==> src/rtl/ram_initiator_if.sv <==
// ---------------------------------------------------------------------------
// ram_initiator_if
//
// Purpose : Bundles the command stream, the valid-only read-response stream
//           and the single-port 256 x 64 RAM pins of the RAM initiator.
//
// Signals :
//   cmd_valid / cmd_ready   command handshake (accept on valid && ready)
//   cmd_op[1:0]             00 single read, 01 single write,
//                           10 burst read,  11 burst fill
//   cmd_addr[7:0]           start address
//   cmd_len[7:0]            burst length minus 1
//   cmd_wdata[63:0]         write / fill data
//   rsp_valid / rsp_data    one-cycle read-data strobe and data (no backpressure)
//   rsp_last                final response word of a read command
//   done                    one-cycle completion pulse
//   m_cen / m_wen           RAM chip enable / write enable
//   m_addr[7:0]             RAM address
//   m_din[63:0]             RAM write data
//   m_dout[63:0]            RAM registered read data
//
// Modports:
//   master : the environment around the initiator (requester plus the RAM
//            macro). It drives commands and m_dout, and observes everything else.
//   slave  : the ram_initiator itself.
// ---------------------------------------------------------------------------
interface ram_initiator_if;
   logic        cmd_valid;
   logic        cmd_ready;
   logic [1:0]  cmd_op;
   logic [7:0]  cmd_addr;
   logic [7:0]  cmd_len;
   logic [63:0] cmd_wdata;

   logic        rsp_valid;
   logic [63:0] rsp_data;
   logic        rsp_last;
   logic        done;

   logic        m_cen;
   logic        m_wen;
   logic [7:0]  m_addr;
   logic [63:0] m_din;
   logic [63:0] m_dout;

   modport master (
      output cmd_valid, cmd_op, cmd_addr, cmd_len, cmd_wdata, m_dout,
      input  cmd_ready, rsp_valid, rsp_data, rsp_last, done,
             m_cen, m_wen, m_addr, m_din
   );

   modport slave (
      input  cmd_valid, cmd_op, cmd_addr, cmd_len, cmd_wdata, m_dout,
      output cmd_ready, rsp_valid, rsp_data, rsp_last, done,
             m_cen, m_wen, m_addr, m_din
   );
endinterface

==> src/rtl/ram_initiator.sv <==
// ---------------------------------------------------------------------------
// ram_initiator
//
// Purpose : Sole driver of the 256 x 64 single-port synchronous RAM. Turns one
//           command (single read, single write, burst read, burst fill) into
//           back-to-back RAM cycles and returns read data on a valid-only
//           response stream. Commands are fully serialised: a new command is
//           only accepted once the previous one, including its read drain,
//           has completed.
//
// Ports   :
//   clk      in   rising-edge clock shared with the RAM
//   reset_n  in   asynchronous active-low reset
//   bus      slave modport of ram_initiator_if (command, response, RAM pins)
//
// Build option:
//   RAM_INIT_BURST_EN  defined   -> ops 10/11 run cmd_len+1 words
//                      undefined -> cmd_len ignored, ops 10/11 behave as
//                                   single read / single write and the
//                                   length counter is not built
//
// Timing summary (E0 = accept edge):
//   word k is on the RAM pins in the cycle after E0+k; the RAM registers read
//   data at E0+k+1; rsp_valid for word k is high in the cycle after E0+k+2.
//   A write command's done pulse is in the cycle after E0+len+1.
// ---------------------------------------------------------------------------
module ram_initiator (
   input  logic           clk,
   input  logic           reset_n,
   ram_initiator_if.slave bus
);

   typedef enum logic [1:0] {
      S_IDLE  = 2'd0,
      S_RD    = 2'd1,
      S_WR    = 2'd2,
      S_DRAIN = 2'd3
   } state_t;

   state_t      r_state;
   state_t      w_state_next;

   logic [7:0]  r_addr;       // address counter, doubles as the m_addr pin
   logic [63:0] r_data;       // captured write data, doubles as the m_din pin

   // Response tracker: stage 1 follows the RAM sampling edge, stage 2 is the
   // response strobe itself.
   logic        r_s1_valid;
   logic        r_s1_last;
   logic        r_rsp_valid;
   logic        r_rsp_last;
   logic [63:0] r_rsp_data;
   logic        r_wr_done;

   logic        w_accept;
   logic        w_issue;
   logic        w_rd_issue;
   logic        w_wr_issue;
   logic        w_last_word;

   assign w_accept   = bus.cmd_valid && (r_state == S_IDLE);
   assign w_rd_issue = (r_state == S_RD);
   assign w_wr_issue = (r_state == S_WR);
   assign w_issue    = w_rd_issue || w_wr_issue;

`ifdef RAM_INIT_BURST_EN
   // Words still to issue after the current one. Single ops load zero.
   logic [7:0] r_remain;

   assign w_last_word = (r_remain == 8'd0);

   always_ff @(posedge clk or negedge reset_n) begin
      if (!reset_n) begin
         r_remain <= 8'd0;
      end else if (w_accept) begin
         r_remain <= bus.cmd_op[1] ? bus.cmd_len : 8'd0;
      end else if (w_issue && !w_last_word) begin
         r_remain <= r_remain - 8'd1;
      end
   end
`else
   // Every command is a single word; length and burst bit are not needed.
   logic w_unused_cmd;

   assign w_last_word  = 1'b1;
   assign w_unused_cmd = ^{bus.cmd_len, bus.cmd_op[1]};
`endif

   // ------------------------------------------------------------------
   // FSM: state register
   // ------------------------------------------------------------------
   always_ff @(posedge clk or negedge reset_n) begin
      if (!reset_n) begin
         r_state <= S_IDLE;
      end else begin
         r_state <= w_state_next;
      end
   end

   // ------------------------------------------------------------------
   // FSM: next-state logic
   // ------------------------------------------------------------------
   always_comb begin
      w_state_next = r_state;
      case (r_state)
         S_IDLE: begin
            if (w_accept) begin
               w_state_next = bus.cmd_op[0] ? S_WR : S_RD;
            end
         end
         S_RD: begin
            if (w_last_word) begin
               w_state_next = S_DRAIN;
            end
         end
         S_WR: begin
            if (w_last_word) begin
               w_state_next = S_IDLE;
            end
         end
         S_DRAIN: begin
            // Stage 1 holding the last read means the RAM has already
            // returned its data; the final strobe comes out of stage 2 in
            // the first IDLE cycle, so the next command cannot collide.
            if (!r_s1_valid || r_s1_last) begin
               w_state_next = S_IDLE;
            end
         end
         default: begin
            w_state_next = S_IDLE;
         end
      endcase
   end

   // ------------------------------------------------------------------
   // Address / data capture. The counter only advances while more words
   // follow, so after a command m_addr keeps showing the last address used.
   // ------------------------------------------------------------------
   always_ff @(posedge clk or negedge reset_n) begin
      if (!reset_n) begin
         r_addr <= 8'd0;
         r_data <= 64'd0;
      end else if (w_accept) begin
         r_addr <= bus.cmd_addr;
         r_data <= bus.cmd_wdata;
      end else if (w_issue && !w_last_word) begin
         r_addr <= r_addr + 8'd1;   // wraps FF -> 00
      end
   end

   // ------------------------------------------------------------------
   // Read response tracker and write completion
   // ------------------------------------------------------------------
   always_ff @(posedge clk or negedge reset_n) begin
      if (!reset_n) begin
         r_s1_valid  <= 1'b0;
         r_s1_last   <= 1'b0;
         r_rsp_valid <= 1'b0;
         r_rsp_last  <= 1'b0;
         r_rsp_data  <= 64'd0;
         r_wr_done   <= 1'b0;
      end else begin
         r_s1_valid  <= w_rd_issue;
         r_s1_last   <= w_rd_issue && w_last_word;
         r_rsp_valid <= r_s1_valid;
         r_rsp_last  <= r_s1_valid && r_s1_last;
         // m_dout carries the word sampled one edge earlier, i.e. the word
         // now moving from stage 1 into stage 2.
         if (r_s1_valid) begin
            r_rsp_data <= bus.m_dout;
         end
         r_wr_done   <= w_wr_issue && w_last_word;
      end
   end

   // ------------------------------------------------------------------
   // FSM: outputs. m_cen decodes straight from the state so that reset
   // removes it without waiting for a clock.
   // ------------------------------------------------------------------
   always_comb begin
      bus.cmd_ready = (r_state == S_IDLE);
      bus.m_cen     = w_issue;
      bus.m_wen     = w_wr_issue;
      bus.m_addr    = r_addr;
      bus.m_din     = r_data;
      bus.rsp_valid = r_rsp_valid;
      bus.rsp_last  = r_rsp_last;
      bus.rsp_data  = r_rsp_data;
      bus.done      = r_rsp_last | r_wr_done;
   end

endmodule
==> src/flat_wrapper.sv <==
// flat-port wrapper written by rule: the top's interface ports become plain ports
module ram_initiator_flat 
  (clk, reset_n, bus_cmd_valid, bus_cmd_op, bus_cmd_addr, bus_cmd_len, bus_cmd_wdata, bus_m_dout, bus_cmd_ready, bus_rsp_valid, bus_rsp_data, bus_rsp_last, bus_done, bus_m_cen, bus_m_wen, bus_m_addr, bus_m_din);
  ram_initiator_if bus_i ();
  input  logic clk;
  input  logic reset_n;
  input wire logic [$bits(bus_i.cmd_valid)-1:0] bus_cmd_valid;
  input wire logic [$bits(bus_i.cmd_op)-1:0] bus_cmd_op;
  input wire logic [$bits(bus_i.cmd_addr)-1:0] bus_cmd_addr;
  input wire logic [$bits(bus_i.cmd_len)-1:0] bus_cmd_len;
  input wire logic [$bits(bus_i.cmd_wdata)-1:0] bus_cmd_wdata;
  input wire logic [$bits(bus_i.m_dout)-1:0] bus_m_dout;
  output wire logic [$bits(bus_i.cmd_ready)-1:0] bus_cmd_ready;
  output wire logic [$bits(bus_i.rsp_valid)-1:0] bus_rsp_valid;
  output wire logic [$bits(bus_i.rsp_data)-1:0] bus_rsp_data;
  output wire logic [$bits(bus_i.rsp_last)-1:0] bus_rsp_last;
  output wire logic [$bits(bus_i.done)-1:0] bus_done;
  output wire logic [$bits(bus_i.m_cen)-1:0] bus_m_cen;
  output wire logic [$bits(bus_i.m_wen)-1:0] bus_m_wen;
  output wire logic [$bits(bus_i.m_addr)-1:0] bus_m_addr;
  output wire logic [$bits(bus_i.m_din)-1:0] bus_m_din;
  assign bus_i.cmd_valid = bus_cmd_valid;
  assign bus_i.cmd_op = bus_cmd_op;
  assign bus_i.cmd_addr = bus_cmd_addr;
  assign bus_i.cmd_len = bus_cmd_len;
  assign bus_i.cmd_wdata = bus_cmd_wdata;
  assign bus_i.m_dout = bus_m_dout;
  assign bus_cmd_ready = bus_i.cmd_ready;
  assign bus_rsp_valid = bus_i.rsp_valid;
  assign bus_rsp_data = bus_i.rsp_data;
  assign bus_rsp_last = bus_i.rsp_last;
  assign bus_done = bus_i.done;
  assign bus_m_cen = bus_i.m_cen;
  assign bus_m_wen = bus_i.m_wen;
  assign bus_m_addr = bus_i.m_addr;
  assign bus_m_din = bus_i.m_din;
  ram_initiator u_core (.clk(clk), .reset_n(reset_n), .bus(bus_i));
endmodule
==> config.mk <==
export PLATFORM = sky130hd
export DESIGN_NAME = ram_initiator_flat
export DESIGN_NICKNAME = d
export VERILOG_FILES = /design/src/rtl/ram_initiator_if.sv /design/src/rtl/ram_initiator.sv /design/src/flat_wrapper.sv
export SDC_FILE = /design/constraint.sdc
export NUM_CORES = 1
export LEC_CHECK = 0
export ABC_AREA = 1
export CAP_MARGIN = 15
export CORE_MARGIN = 1.5
export CORE_UTILIZATION = 43
export DETAILED_ROUTE_END_ITERATION = 12
export PLACE_DENSITY = 0.86
export REMOVE_ABC_BUFFERS = 1
export SLEW_MARGIN = 10
export SYNTH_ARGS = -nofsm -noshare
export SYNTH_HDL_FRONTEND = slang
export SYNTH_SLANG_ARGS = --single-unit
==> constraint.sdc <==
create_clock -name clk -period 2.55 [get_ports clk]
set_clock_uncertainty 0.1 [all_clocks]
set_input_delay 0.765 -clock clk [delete_from_list [all_inputs] [get_ports clk]]
set_output_delay 0.765 -clock clk [all_outputs]
set_load 0.02 [all_outputs]
# [Word-level counts from Yosys, hierarchy flattened]
# Cells that the tools add are included.
# Widths: inputs -> output; s select.
[op_classes] eq_ne=4 muxes=3 bitwise=1 n_reduce_logical=4
[ops] op="$pmux 2 s3" count=1
[ops] op="$eq 2x2->1 const B" count=2
[ops] op="$mux 2" count=2
[ops] op="$eq 2x1->1 const B" count=1
[ops] op="$logic_not 2->1" count=1
[ops] op="$ne 2x1->1 const B" count=1
[ops] op="$reduce_or 2->1" count=1
[ops] op="$logic_and 1x1->1" count=1
[ops] op="$logic_or 1x1->1" count=1
[ops] op="$or 1x1->1" count=1
[word_totals] ff_bits=141 input_bits=149 output_inout_bits=142

# [Logic depth before layout (Yosys ltp)]
[depth] word_depth=4 ltp_mapped=7

# [Worst setup path after synthesis]
# Ideal clock, no wire load.
[synth_timing] path_type="register to output" start="reg u_core.bus.rsp_valid (netlist name)" end="out bus_done" t_arrival_ps=794 required_ps=1685 path_slack_ps=891 path_stages_with_launch=2 path_buffers=0 cell_sequence="dfrtp_1 > or2_2"
[synth_lines] element="to (decl)" line="flat_wrapper.sv:17" rtl="output wire logic [$bits(bus_i.done)-1:0] bus_done;"

==> run summary <==
Clk sinks -> 141
Die height -> 118 µm
DR iter-0 viols -> 272
Drt wl/cell -> 15.9 µm
Pin count of the biggest net entering global routing -> 74
Syn Inst Count -> 610
Longest Clk Path Bufs -> 2
Fill cells -> 890
FF-to-FF path depth -> 6
I/O Buffers -> 281
Max-slew headroom at the worst pin -> 59.2%
First-pass iteration count of the detailed router -> 4
Final Setup Violations -> 0
CP startpoint kind -> flop
Post-synth cell types -> 14
Die area -> 13,800 µm²
DP Wirelength -> 11,500 µm
Via count of the first global-routing pass -> 5,046
FF+latch count, synth -> 141
Reg2Reg Setup Slack -> 0.87 ns
Final WL -> 16,900 µm
Worst path arrival time -> 1.59 ns
Worst-path cell chain -> or2_2 > clkdlybuf4s50_1
Mapped Avg Cell Area -> 9.27 µm²
Max_cap viols -> 0
Worst hold path type -> primary input to async pin
P&R area growth vs syn -> 62.8%
Period Utilization, post-route -> 96.4%
Placeable Area -> 12,700 µm²
WS Path Type -> flop to primary output
Root Driver -> clkbuf_16
# IOs -> 291
Post-synthesis sequential area ratio -> 62.4%
Worst Max-Slew Pin Slew -> 0.611 ns
CP endpoint kind -> primary output
CTS tree -> done
Max-slew violations -> 0
Antenna Nets Post-Route -> 0
Via/cell ratio -> 4.72
Antenna violations before repair -> 0
Multi-input logic area -> 1580 µm²
Fin util -> 72.4%
Data required, critical path -> 1.69 ns
Storage cell area -> 3530 µm²
Aggregate global routing overflow -> 0
Share of layout cells above drive strength 1 -> 5.59%
Count of final hold-check violations -> 0
Clk_lat worst skew -> 0.41 ns
FF-to-FF End -> u_core.bus.m_din[42]
Final Power -> 12.7 mW
Min cycle time layout -> 2.46 ns
Rows -> 41
Vias -> 5,041
CTS Buf Count -> 17
FF-to-FF Start -> u_core.r_state[0]
Leak -> 4.37 nW
# H-tree levels -> 4
Clk pin slew, worst setup/hold paths -> 0.06 ns
Remaining DRCs -> 0
Die width -> 118 µm
Most common cell after layout, fill and taps aside -> clkdlybuf4s50_1
Slowest-stage cell, CP -> clkdlybuf4s50_1
VDD IR max -> 0.884 mV
Crit Path Max Fanout -> 3
FMAX -> 407 MHz
Crit-path max cell delay -> 0.53 ns
Most frequent cells in the layout -> clkdlybuf4s50_1, nand2_1, dfrtp_1
Power Density -> 1380 nW/µm²
Starting Density -> 44.5%
Run status -> completed
Diode count -> 0
Yosys warns -> 0
First-pass GRT wire length -> 27,000 µm
Post-synthesis cell area -> 5660 µm²
GPL Wtd Cong -> 0.774
Final net count -> 1,035
Unrepaired setup endpoints after global routing -> false
GRT Resource Usage Total -> 24.8%
-- registers in the layout, summed over array words and instances (netlist names) --
register              count
u_core.bus.m_din         64
u_core.bus.rsp_data      64
u_core.bus.m_addr         8
u_core.r_state            2
u_core.bus.rsp_valid      1
u_core.r_s1_valid         1
u_core.r_wr_done          1
-- where the power goes --
group | total [mW] | switching (mW) | internal, mW
clock network | 2.70 | 0.923 | 1.78
registers | 4.06 | 0.731 | 3.33
logic | 5.92 | 3.27 | 2.65
total | 12.7 | 4.92 | 7.76
-- worst max-delay path, delay by kind of cell, from the launching register on --
family	cells	cell delay (ns)
buffers and inverters	1	0.53
AND/OR/NAND/NOR	1	0.27
flip-flops	1	0.38
-- through the flow --
step	cells	setup slack, ns	TNS (ns)	instance area (µm²)	hold slack [ns]
2_1_floorplan	572	-0.710	-51.09	5370	0.369
3_3_place_gp	1035	0.340	0	8560	0.353
3_5_place_dp	1035	0.309	0	8560	0.357
4_1_cts	1067	0.0694	0	9210	0.161
5_1_grt	1067	0.0378	0	9210	0.172
6_report	1067	0.0922	0	9210	0.160
-- repair_timing --
action / CTS / global route
setup buffers: 0 / 0
hold buffers: 0 / 0
setup endpoints to repair: 3 / 0
resized for setup: 3 / 0
-- Yosys cell counts --
library cell | instances | area (µm²)
o21ai_2 | 3 | 26.3
clkbuf_1 | 1 | 3.75
dfrtp_1 | 141 | 3530
nand3_1 | 74 | 370
buf_4 | 11 | 82.6
clkbuf_2 | 4 | 20.0
inv_1 | 71 | 267
ha_1 | 4 | 50.1
buf_6 | 11 | 124
or2_2 | 1 | 6.26
o21ai_0 | 61 | 305
nand2_1 | 216 | 811
nand2_2 | 1 | 6.26
buf_2 | 11 | 55.1
-- metal layers --
| layer | vias up | GRT usage (%) | share of wire, % |
|---|---|---|---|
| met2 | 216 | 42.4 | 51 |
| met4 | 0 | 7.39 | 1.6 |
| li1 | 2427 | - | - |
| met1 | 2378 | 28.5 | 38 |
| met5 | - | 0 | 0 |
| met3 | 20 | 10.5 | 9.9 |
-- kinds of logic (layout without fill, tap and decap cells) --
logic type,Yosys count,count (layout),synth area share (%)
AND/OR/NAND/NOR,292,292,21.1
flip-flops,141,141,62.4
buffers and inverters,109,394,9.76
AO/OA/AOI/OAI,64,64,5.86
adder cells (fa/ha/maj),4,4,0.885
-- cell type report --
cell class / instances / area share (%)
Clock buffer: 20 / 4.96
Clock inverter: 12 / 2.08
Inverter: 71 / 2.89
Multi-Input combinational cell: 360 / 17.1
Sequential cell: 141 / 38.4
Tap cell: 172 / 2.34
Timing Repair Buffer: 291 / 32.2
-- worst max-delay path by stage --
stage               cells after the start                    to            startpoint  slack (ns)
CTS                                     2              bus_done  u_core.bus.rsp_valid        0.07
global placement                        3             bus_m_cen     u_core.r_state[1]        0.34
detailed placement                      3             bus_m_cen     u_core.r_state[1]        0.31
finish                                  2              bus_done  u_core.bus.rsp_valid        0.09
floorplan                               5  u_core.bus.m_addr[0]     u_core.r_state[0]       -0.71
global route                            2              bus_done  u_core.bus.rsp_valid        0.04
(Power assumes the default switching activity.)
